<file path="config.mk">
export PLATFORM = sky130hd
export DESIGN_NAME = count_seq_monitor
export DESIGN_NICKNAME = d
export VERILOG_FILES = /design/src/rtl/count_seq_monitor.sv
export SDC_FILE = /design/constraint.sdc
export NUM_CORES = 1
export LEC_CHECK = 0
export ABC_AREA = 1
export CAP_MARGIN = 20
export CORE_MARGIN = 1.5
export CORE_UTILIZATION = 51
export CTS_CLUSTER_DIAMETER = 30
export DETAILED_ROUTE_END_ITERATION = 12
export HOLD_SLACK_MARGIN = 0.1
export PLACE_DENSITY = 0.8
export SYNTH_ARGS = -nofsm -noshare
export SYNTH_HDL_FRONTEND = slang
export SYNTH_SLANG_ARGS = --single-unit
</file>
<file path="constraint.sdc">
create_clock -name clk -period 2 [get_ports clk]
set_clock_uncertainty 0.05 [all_clocks]
set_input_delay 0.2 -clock clk [delete_from_list [all_inputs] [get_ports clk]]
set_output_delay 0.2 -clock clk [all_outputs]
set_load 0.02 [all_outputs]
</file>
<file path="src/rtl/count_seq_monitor.sv">
// count_seq_monitor
// Observer stage for a loadable up-counter. Every clock it compares the
// counter value against the value seen on the previous edge and reports
// wrap-around (all-ones -> zero), matches against a programmable value, and
// out-of-sequence jumps such as those caused by parallel loads. Saturating
// tallies of wraps and jumps plus a "locked" flag summarise sequence health.
//
// Control flow is a three-state FSM:
//   IDLE  : monitor disabled; prev holds, pulses and lock are cleared.
//   SYNC  : first enabled edge after IDLE captures a fresh reference value
//           into prev without checking it, so stale history never produces
//           a false jump.
//   TRACK : every edge classifies the step prev -> count_in.
//
// Every output comes straight from a flop; no input reaches an output
// combinationally.

module count_seq_monitor #(
    parameter int WIDTH  = 4,
    parameter int EVT_W  = 8,
    parameter int LOCK_N = 4
) (
    input  logic             clk,
    input  logic             reset,
    input  logic             en,
    input  logic             clr,
    input  logic [WIDTH-1:0] count_in,
    input  logic [WIDTH-1:0] match_val,
    output logic             wrap_pulse,
    output logic             match_pulse,
    output logic             jump_pulse,
    output logic             locked,
    output logic [EVT_W-1:0] wrap_cnt,
    output logic [EVT_W-1:0] jump_cnt
);

    // step_run must be able to hold the value LOCK_N itself.
    localparam int RUN_W = (LOCK_N < 2) ? 1 : $clog2(LOCK_N + 1);

    typedef enum logic [1:0] {
        ST_IDLE  = 2'd0,
        ST_SYNC  = 2'd1,
        ST_TRACK = 2'd2
    } state_t;

    // ------------------------------------------------------------------
    // Helper functions
    // ------------------------------------------------------------------

    // Event tally increment that sticks at all-ones instead of rolling over.
    function automatic logic [EVT_W-1:0] sat_inc_evt(input logic [EVT_W-1:0] value);
        logic [EVT_W-1:0] result;
        if (value == {EVT_W{1'b1}}) begin
            result = value;
        end else begin
            result = value + EVT_W'(1'b1);
        end
        return result;
    endfunction

    // Legal-step run increment that stops at the lock threshold.
    function automatic logic [RUN_W-1:0] sat_inc_run(input logic [RUN_W-1:0] value);
        logic [RUN_W-1:0] result;
        if (value >= RUN_W'(LOCK_N)) begin
            result = RUN_W'(LOCK_N);
        end else begin
            result = value + RUN_W'(1'b1);
        end
        return result;
    endfunction

    // ------------------------------------------------------------------
    // State and storage
    // ------------------------------------------------------------------
    state_t           state_r;
    state_t           state_nxt_s;

    logic [WIDTH-1:0] prev_r;
    logic [RUN_W-1:0] step_run_r;
    logic             wrap_pulse_r;
    logic             match_pulse_r;
    logic             jump_pulse_r;
    logic             locked_r;
    logic [EVT_W-1:0] wrap_cnt_r;
    logic [EVT_W-1:0] jump_cnt_r;

    // Next-value signals produced by the output/datapath process
    logic [WIDTH-1:0] prev_nxt_s;
    logic [RUN_W-1:0] step_run_nxt_s;
    logic             wrap_pulse_nxt_s;
    logic             match_pulse_nxt_s;
    logic             jump_pulse_nxt_s;
    logic             locked_nxt_s;
    logic [EVT_W-1:0] wrap_cnt_nxt_s;
    logic [EVT_W-1:0] jump_cnt_nxt_s;

    // Step classification and event detection
    logic [WIDTH-1:0] prev_plus_one_s;
    logic             is_inc_s;
    logic             is_hold_s;
    logic             is_jump_s;
    logic             is_wrap_s;
    logic             is_match_s;
    logic             eval_s;
    logic             wrap_evt_s;
    logic             match_evt_s;
    logic             jump_evt_s;

    // ------------------------------------------------------------------
    // Step classification
    // ------------------------------------------------------------------

    // Classify the step prev -> count_in and qualify events with TRACK+en.
    always_comb begin
        prev_plus_one_s = prev_r + WIDTH'(1'b1);
        is_inc_s        = (count_in == prev_plus_one_s);
        is_hold_s       = (count_in == prev_r);
        is_jump_s       = (!is_inc_s) && (!is_hold_s);
        // A wrap is a special case of a legal increment.
        is_wrap_s       = (prev_r == {WIDTH{1'b1}}) && (count_in == {WIDTH{1'b0}});
        // Edge-qualified so a held matching value only reports once.
        is_match_s      = (count_in == match_val) && (!is_hold_s);

        if ((state_r == ST_TRACK) && en) begin
            eval_s = 1'b1;
        end else begin
            eval_s = 1'b0;
        end

        wrap_evt_s  = eval_s && is_wrap_s;
        match_evt_s = eval_s && is_match_s;
        jump_evt_s  = eval_s && is_jump_s;
    end

    // ------------------------------------------------------------------
    // FSM: state register / next-state / outputs
    // ------------------------------------------------------------------

    // FSM state register; reset forces IDLE ahead of everything else.
    always_ff @(posedge clk) begin
        if (reset) begin
            state_r <= ST_IDLE;
        end else begin
            state_r <= state_nxt_s;
        end
    end

    // Next-state logic: en advances IDLE -> SYNC -> TRACK, en low returns to IDLE.
    always_comb begin
        state_nxt_s = ST_IDLE;
        case (state_r)
            ST_IDLE: begin
                if (en) begin
                    state_nxt_s = ST_SYNC;
                end else begin
                    state_nxt_s = ST_IDLE;
                end
            end
            ST_SYNC: begin
                if (en) begin
                    state_nxt_s = ST_TRACK;
                end else begin
                    state_nxt_s = ST_IDLE;
                end
            end
            ST_TRACK: begin
                if (en) begin
                    state_nxt_s = ST_TRACK;
                end else begin
                    state_nxt_s = ST_IDLE;
                end
            end
            default: begin
                state_nxt_s = ST_IDLE;
            end
        endcase
    end

    // Output/datapath next values: clr beats disable, disable beats events.
    always_comb begin
        // Pulses and lock default low; they are only raised by a TRACK evaluation.
        wrap_pulse_nxt_s  = 1'b0;
        match_pulse_nxt_s = 1'b0;
        jump_pulse_nxt_s  = 1'b0;
        locked_nxt_s      = 1'b0;
        step_run_nxt_s    = step_run_r;
        wrap_cnt_nxt_s    = wrap_cnt_r;
        jump_cnt_nxt_s    = jump_cnt_r;

        // prev tracks the counter in SYNC and TRACK regardless of en or clr.
        if (state_r != ST_IDLE) begin
            prev_nxt_s = count_in;
        end else begin
            prev_nxt_s = prev_r;
        end

        if (clr) begin
            // Clear wins over any event detected on the same edge.
            step_run_nxt_s = {RUN_W{1'b0}};
            wrap_cnt_nxt_s = {EVT_W{1'b0}};
            jump_cnt_nxt_s = {EVT_W{1'b0}};
        end else if (!en) begin
            // Heading to IDLE: the run is restarted so locked always equals
            // (step_run == LOCK_N) after re-enable; tallies are kept.
            step_run_nxt_s = {RUN_W{1'b0}};
        end else if (eval_s) begin
            wrap_pulse_nxt_s  = wrap_evt_s;
            match_pulse_nxt_s = match_evt_s;
            jump_pulse_nxt_s  = jump_evt_s;

            if (jump_evt_s) begin
                step_run_nxt_s = {RUN_W{1'b0}};
            end else if (is_inc_s) begin
                step_run_nxt_s = sat_inc_run(step_run_r);
            end else begin
                // Hold is legal but does not extend the run.
                step_run_nxt_s = step_run_r;
            end

            if (wrap_evt_s) begin
                wrap_cnt_nxt_s = sat_inc_evt(wrap_cnt_r);
            end else begin
                wrap_cnt_nxt_s = wrap_cnt_r;
            end

            if (jump_evt_s) begin
                jump_cnt_nxt_s = sat_inc_evt(jump_cnt_r);
            end else begin
                jump_cnt_nxt_s = jump_cnt_r;
            end

            locked_nxt_s = (step_run_nxt_s == RUN_W'(LOCK_N));
        end else begin
            // Enabled in IDLE or SYNC: nothing is checked yet, run holds.
            step_run_nxt_s = step_run_r;
        end
    end

    // ------------------------------------------------------------------
    // Datapath registers
    // ------------------------------------------------------------------

    // Register prev, the legal-step run, pulses, lock and tallies.
    always_ff @(posedge clk) begin
        if (reset) begin
            prev_r        <= {WIDTH{1'b0}};
            step_run_r    <= {RUN_W{1'b0}};
            wrap_pulse_r  <= 1'b0;
            match_pulse_r <= 1'b0;
            jump_pulse_r  <= 1'b0;
            locked_r      <= 1'b0;
            wrap_cnt_r    <= {EVT_W{1'b0}};
            jump_cnt_r    <= {EVT_W{1'b0}};
        end else begin
            prev_r        <= prev_nxt_s;
            step_run_r    <= step_run_nxt_s;
            wrap_pulse_r  <= wrap_pulse_nxt_s;
            match_pulse_r <= match_pulse_nxt_s;
            jump_pulse_r  <= jump_pulse_nxt_s;
            locked_r      <= locked_nxt_s;
            wrap_cnt_r    <= wrap_cnt_nxt_s;
            jump_cnt_r    <= jump_cnt_nxt_s;
        end
    end

    assign wrap_pulse  = wrap_pulse_r;
    assign match_pulse = match_pulse_r;
    assign jump_pulse  = jump_pulse_r;
    assign locked      = locked_r;
    assign wrap_cnt    = wrap_cnt_r;
    assign jump_cnt    = jump_cnt_r;

endmodule

</file>
-- Word-level counts from Yosys, hierarchy flattened
Cells that the tools add are included.
- add/sub/neg operators: 4
- $mul: 0
- div/mod/pow operators: 0
- magnitude comparators: 1
- equality and inequality tests: 9
- shift-type cells: 0
- muxes and demuxes: 10
- bitwise logic cells: 4
- reductions and logical operators: 18
- operator list (kind ; count):
    3-bit 2-to-1 mux ; 6
    8-bit by 1-bit adder with 8-bit output, second input constant ; 2
    8-bit equality test, second input constant ; 2
    4-bit equality test ; 3
    4-bit AND reduction ; 2
    1-bit logical AND ; 7
    4-bit by 1-bit adder with 4-bit output, second input constant ; 1
    4-bit equality test, second input constant ; 1
    4-bit zero test ; 1
    1-bit NOT ; 4
    2-bit case mux with 2 select lines ; 1
    2-bit OR reduction ; 2
    4-bit OR reduction ; 1
    3-bit by 1-bit adder with 3-bit output, second input constant ; 1
    3-bit equality test, second input constant ; 1
    3-bit greater-or-equal comparator, second input constant ; 1
    3-bit OR reduction ; 1
    2-bit by 1-bit equality test with 1-bit output, second input constant ; 1
    2-bit equality test, second input constant ; 1
    1-bit zero test ; 2
    2-bit zero test ; 1
    1-bit 2-to-1 mux ; 2
    2-bit 2-to-1 mux ; 1
    2-bit nonzero test ; 1
- register bits after elaboration: 29
- bits in latches: 0
- bits in writable memories: 0
- bits in read-only memories: 0
- input bits: 12
- logic and storage cells: 55
- memories kept: 0

-- Logic depth before layout (Yosys ltp)
- depth in word-level cells: 10
- mapped depth: 11

-- Least setup slack after synthesis
Ideal clock, no wire load.
- kind: register to register
- from: reg jump_cnt_r[1], in the netlist jump_cnt[1]
- to: reg jump_cnt_r[0], in the netlist jump_cnt[0]
- data arrival time: 1.450 ns
- path slack: 0.386 ns
- cell stages (with the launch flop): 9
- path through: dfxtp_1 -> ha_1 -> inv_1 -> nor2_1 -> nand4_1 -> nand3_2 -> nand2_1 -> nand2_1 -> nor2_1
- longest elaborated chain between the ends: 3
- RTL lines (item ; line ; RTL):
    from (decl) ; 85 ; logic [EVT_W-1:0] jump_cnt_r;
    from (signal assigned) ; 253 ; jump_cnt_r <= {EVT_W{1'b0}};
    from (signal assigned) ; 262 ; jump_cnt_r <= jump_cnt_nxt_s;
    8-bit equality test ; 53 ; if (value == {EVT_W{1'b1}}) begin
    1-bit NOT (no source line) ; -- ;
    4-bit AND reduction (no source line) ; -- ;
No other way between the ends.
A chain may end at the register's enable or synchronous reset.

-- Worst setup path in the final report
- from: reg state_r[0]
- to: reg wrap_cnt_r[4], in the netlist wrap_cnt[4]
- longest elaborated chain between the ends: 5
- RTL lines (item ; line ; RTL):
    from (decl) ; 75 ; state_t state_r;
    from (signal assigned) ; 144 ; state_r <= state_nxt_s;
    2-bit equality test * ; 124 ; if ((state_r == ST_TRACK) && en) begin
    1-bit logical AND * ; 124 ;
    1-bit 2-to-1 mux * ; 124 ;
    1-bit logical AND ; 130 ; wrap_evt_s = eval_s && is_wrap_s;
    4-bit AND reduction (no source line) * ; -- ;
    to (signal assigned) ; 252 ; wrap_cnt_r <= {EVT_W{1'b0}};
    to (signal assigned) ; 261 ; wrap_cnt_r <= wrap_cnt_nxt_s;
    to (decl) ; 84 ; logic [EVT_W-1:0] wrap_cnt_r;
Mark *: on every way between the ends. The rest lies on a longest branch, timed or not.

==> impl_metrics.json <==
{
  "status": "complete, no violations",
  "synth_cells": 226,
  "die_area_um2": 3590,
  "grt_pass1_wl_mm": 5.67,
  "ir_drop_uv": 404,
  "cts_setup_buffers": 0,
  "min_delay_path_depth": 2,
  "wirelength_mm": 3.39,
  "vias_per_cell": 5.02,
  "rrSetupSlack_ns": 0.32,
  "post_drt_wl_per_cell_um": 10.7,
  "path_clk_slew_ns": 0.09,
  "num_vias": 1581,
  "p_int_uw": 784,
  "crit_chain": "inv_1 > ha_1 > nand2_2 > nor3_2 > nand4_1 > nor2_2 > buf_4 > nand2_1 > a21oi_2",
  "overflow": 0,
  "hold_buffers": 0,
  "worstPathRequired_ns": 2.22,
  "die_x_um": 59.9,
  "area_growth_pct": 28.0,
  "cts_buffers": 5,
  "start_kind": "flip-flop",
  "grtUsageTotal_pct": 21.3,
  "io_buffers": 31,
  "rsz0062_at_grt": "no",
  "yosysWarningCount": 0,
  "synth_compound_area_share_pct": 11.0,
  "nets": 290,
  "async_flop_share_pct": 0,
  "syn_nets": 246,
  "synthTopCellsByArea": "dfxtp_1 35%, nand2_1 13%, inv_1 6.1%",
  "cts.repair.resized": 0,
  "powerDensity_nw_per_um2": 518,
  "cp.depth": 9,
  "grt_pass1_vias": 1327,
  "maxCapViolCount": 0,
  "ioPinCount": 32,
  "die_h_um": 59.9,
  "cts_tree": "done",
  "rows": 20,
  "synthMuxAreaShare_pct": 0,
  "grt_start_max_net_pins": 14,
  "clock_latency_ns": 0.34,
  "tns_ns": 0,
  "ant_nets": 0,
  "p_sw_uw": 311,
  "hold_viol": 0,
  "dp_hpwl_mm": 2.56,
  "crit_fanout": 6,
  "synth_edf_count": 0,
  "rr_startpoint": "state_r[0]",
  "dp_slack_ns": 0.159,
  "critPathTopFamily": "simple AND/OR/NAND/NOR gates",
  "drt_first_pass_iters": 5,
  "post-route-min-period_ns": 1.68,
  "crit_slowest_cell": "dfxtp_1",
  "synthAdderAreaFrac_pct": 6.07,
  "netSwitchingFraction_pct": 28.4,
  "setup_viol": 0,
  "mostFrequentLayoutCells": "56 x nand2_1, 31 x clkdlybuf4s50_1, 29 x dfxtp_1, 27 x inv_1, 19 x nor2_1",
  "clkSinkCount": 29,
  "fmax_mhz": 594,
  "yosys_register_bits": 29,
  "clockBufferDepth": 2,
  "htree_levels": 2,
  "synth-seq-area-share_pct": 35.2,
  "hold_path.class": "reg -> reg",
  "tightestPinTransition_ns": 0.296,
  "synth_ff_type": "dfxtp_1",
  "min-delay-start": "wrap_cnt[7]",
  "fin_ws_ns": 0.317,
  "remaining_drc_errors": 0,
  "hold_end": "wrap_cnt[7]",
  "r2r-end": "wrap_cnt[4]",
  "fin_crit_sh_pct": 84.1,
  "relSlewSlack_pct": 80.3,
  "endpoint_kind": "flip-flop",
  "start_util_pct": 54.1,
  "gp_congestion": 0.901,
  "pwr-share-seq_pct": 54.4,
  "cts_root_buffer": "clkbuf_4",
  "synth_top_area_share_pct": 35.2,
  "synth-xor-area-share_pct": 7.43,
  "avgSynthCellArea_um2": 7.30,
  "antenna_found_initial": 0,
  "yosys.area_share.simple_pct": 32.1,
  "synth_top_family_by_area": "simple AND/OR/NAND/NOR gates",
  "leakage_nw": 0.864,
  "synth.largest_area_cell": "dfxtp_1",
  "antenna_cells": 0,
  "core_um2": 3050,
  "drive_above_1_share_pct": 12.9,
  "syn_area_um2": 1650,
  "power_frac_clock_pct": 32.0,
  "power_frac_comb_pct": 13.6,
  "r2r_cells": 9,
  "report.final.slew_viol_count": 0,
  "slowest_delay_ns": 0.33,
  "crit_buf_inv": 2,
  "final_common_cell": "nand2_1",
  "cp.arrival_ns": 1.90,
  "ys_types": 26,
  "critPathKind": "reg -> reg",
  "drt_iter0_drc": 79
}
## power groups by stage
stage	registers, mW	clock network [mW]	logic [mW]
CTS	0.596	0.369	0.148
global placement	0.608	0	0.147
detailed placement	0.609	0	0.148
global route	0.598	0.388	0.165
finish	0.596	0.351	0.149
floorplan	0.607	0	0.0943
## logic make-up (layout without fill, tap and decap cells)
family	count (synthesis)	after routing
compound gates	27	27
xor+xnor	14	14
fa+ha+maj	8	8
buf+inv	32	77
flops	29	29
simple gates	116	116
## per-stage QoR
step | area, um2 | total power, mW | instances | utilization [%] | hold WS, ns
4_1_cts | 2110 | 1.11 | 315 | 69.2 | 0.435
5_1_grt | 2110 | 1.15 | 315 | 69.2 | 0.470
3_5_place_dp | 2060 | 0.757 | 307 | 67.5 | 0.430
6_report | 2110 | 1.09 | 315 | 69.2 | 0.443
2_1_floorplan | 1650 | 0.702 | 226 | - | 0.222
3_3_place_gp | 2060 | 0.755 | 307 | 67.5 | 0.426
## cells in the mapped netlist (2+ instances only)
cell / instances
nand3_1: 10
a21oi_1: 12
a21oi_2: 4
nor2_2: 4
nand2_2: 4
buf_6: 2
xor2_1: 10
nor2_1: 19
dfxtp_1: 29
xnor2_1: 4
a211oi_1: 4
inv_1: 27
nand3_2: 2
nand2_1: 56
ha_1: 8
o21ai_0: 4
nor3_1: 5
nand4_1: 14
## tightest hold or removal path, stage by stage, from the launching register on
cell and delay [ns]:
dfxtp_1 0.33, nand2_1 0.08, a21oi_2 0.05
## per-layer routing
| layer | GRT usage, % | wire, um |
|---|---|---|
| met3 | 4.98 | 164 |
| met1 | 28.0 | 1630 |
| met4 | 11.7 | 80 |
| met5 | 0 | 0 |
| met2 | 31.8 | 1510 |
## worst max path at each step
stage,endpoint,slack [ns],from
6_report,wrap_cnt[4],0.32,state_r[0]
5_1_grt,locked,0.16,prev_r[0]
4_1_cts,wrap_cnt[4],0.32,state_r[0]
3_5_place_dp,wrap_cnt[3],0.16,en
3_3_place_gp,wrap_cnt[3],0.17,en
2_1_floorplan,jump_cnt[0],0.39,jump_cnt[1]
## cell type report
cell class                 count  area [um2]
timing repair buffer          41         385
clock buffer                   6        41.3
clock inverter                 2        10.0
fill                         274         941
sequential                    29         581
multi-input combinational    165         935
inverter                      28         105
tap                           44        55.1
## state kept, by name, indices dropped and copies added, names as in the netlist
register and flops:
prev_r 4, wrap_cnt 8, jump_cnt 8, jump_pulse 1, locked 1, state_r 2, match_pulse 1, step_run_r 3
wrap_pulse 1
Note: power is estimated with default switching activity, not from simulation.
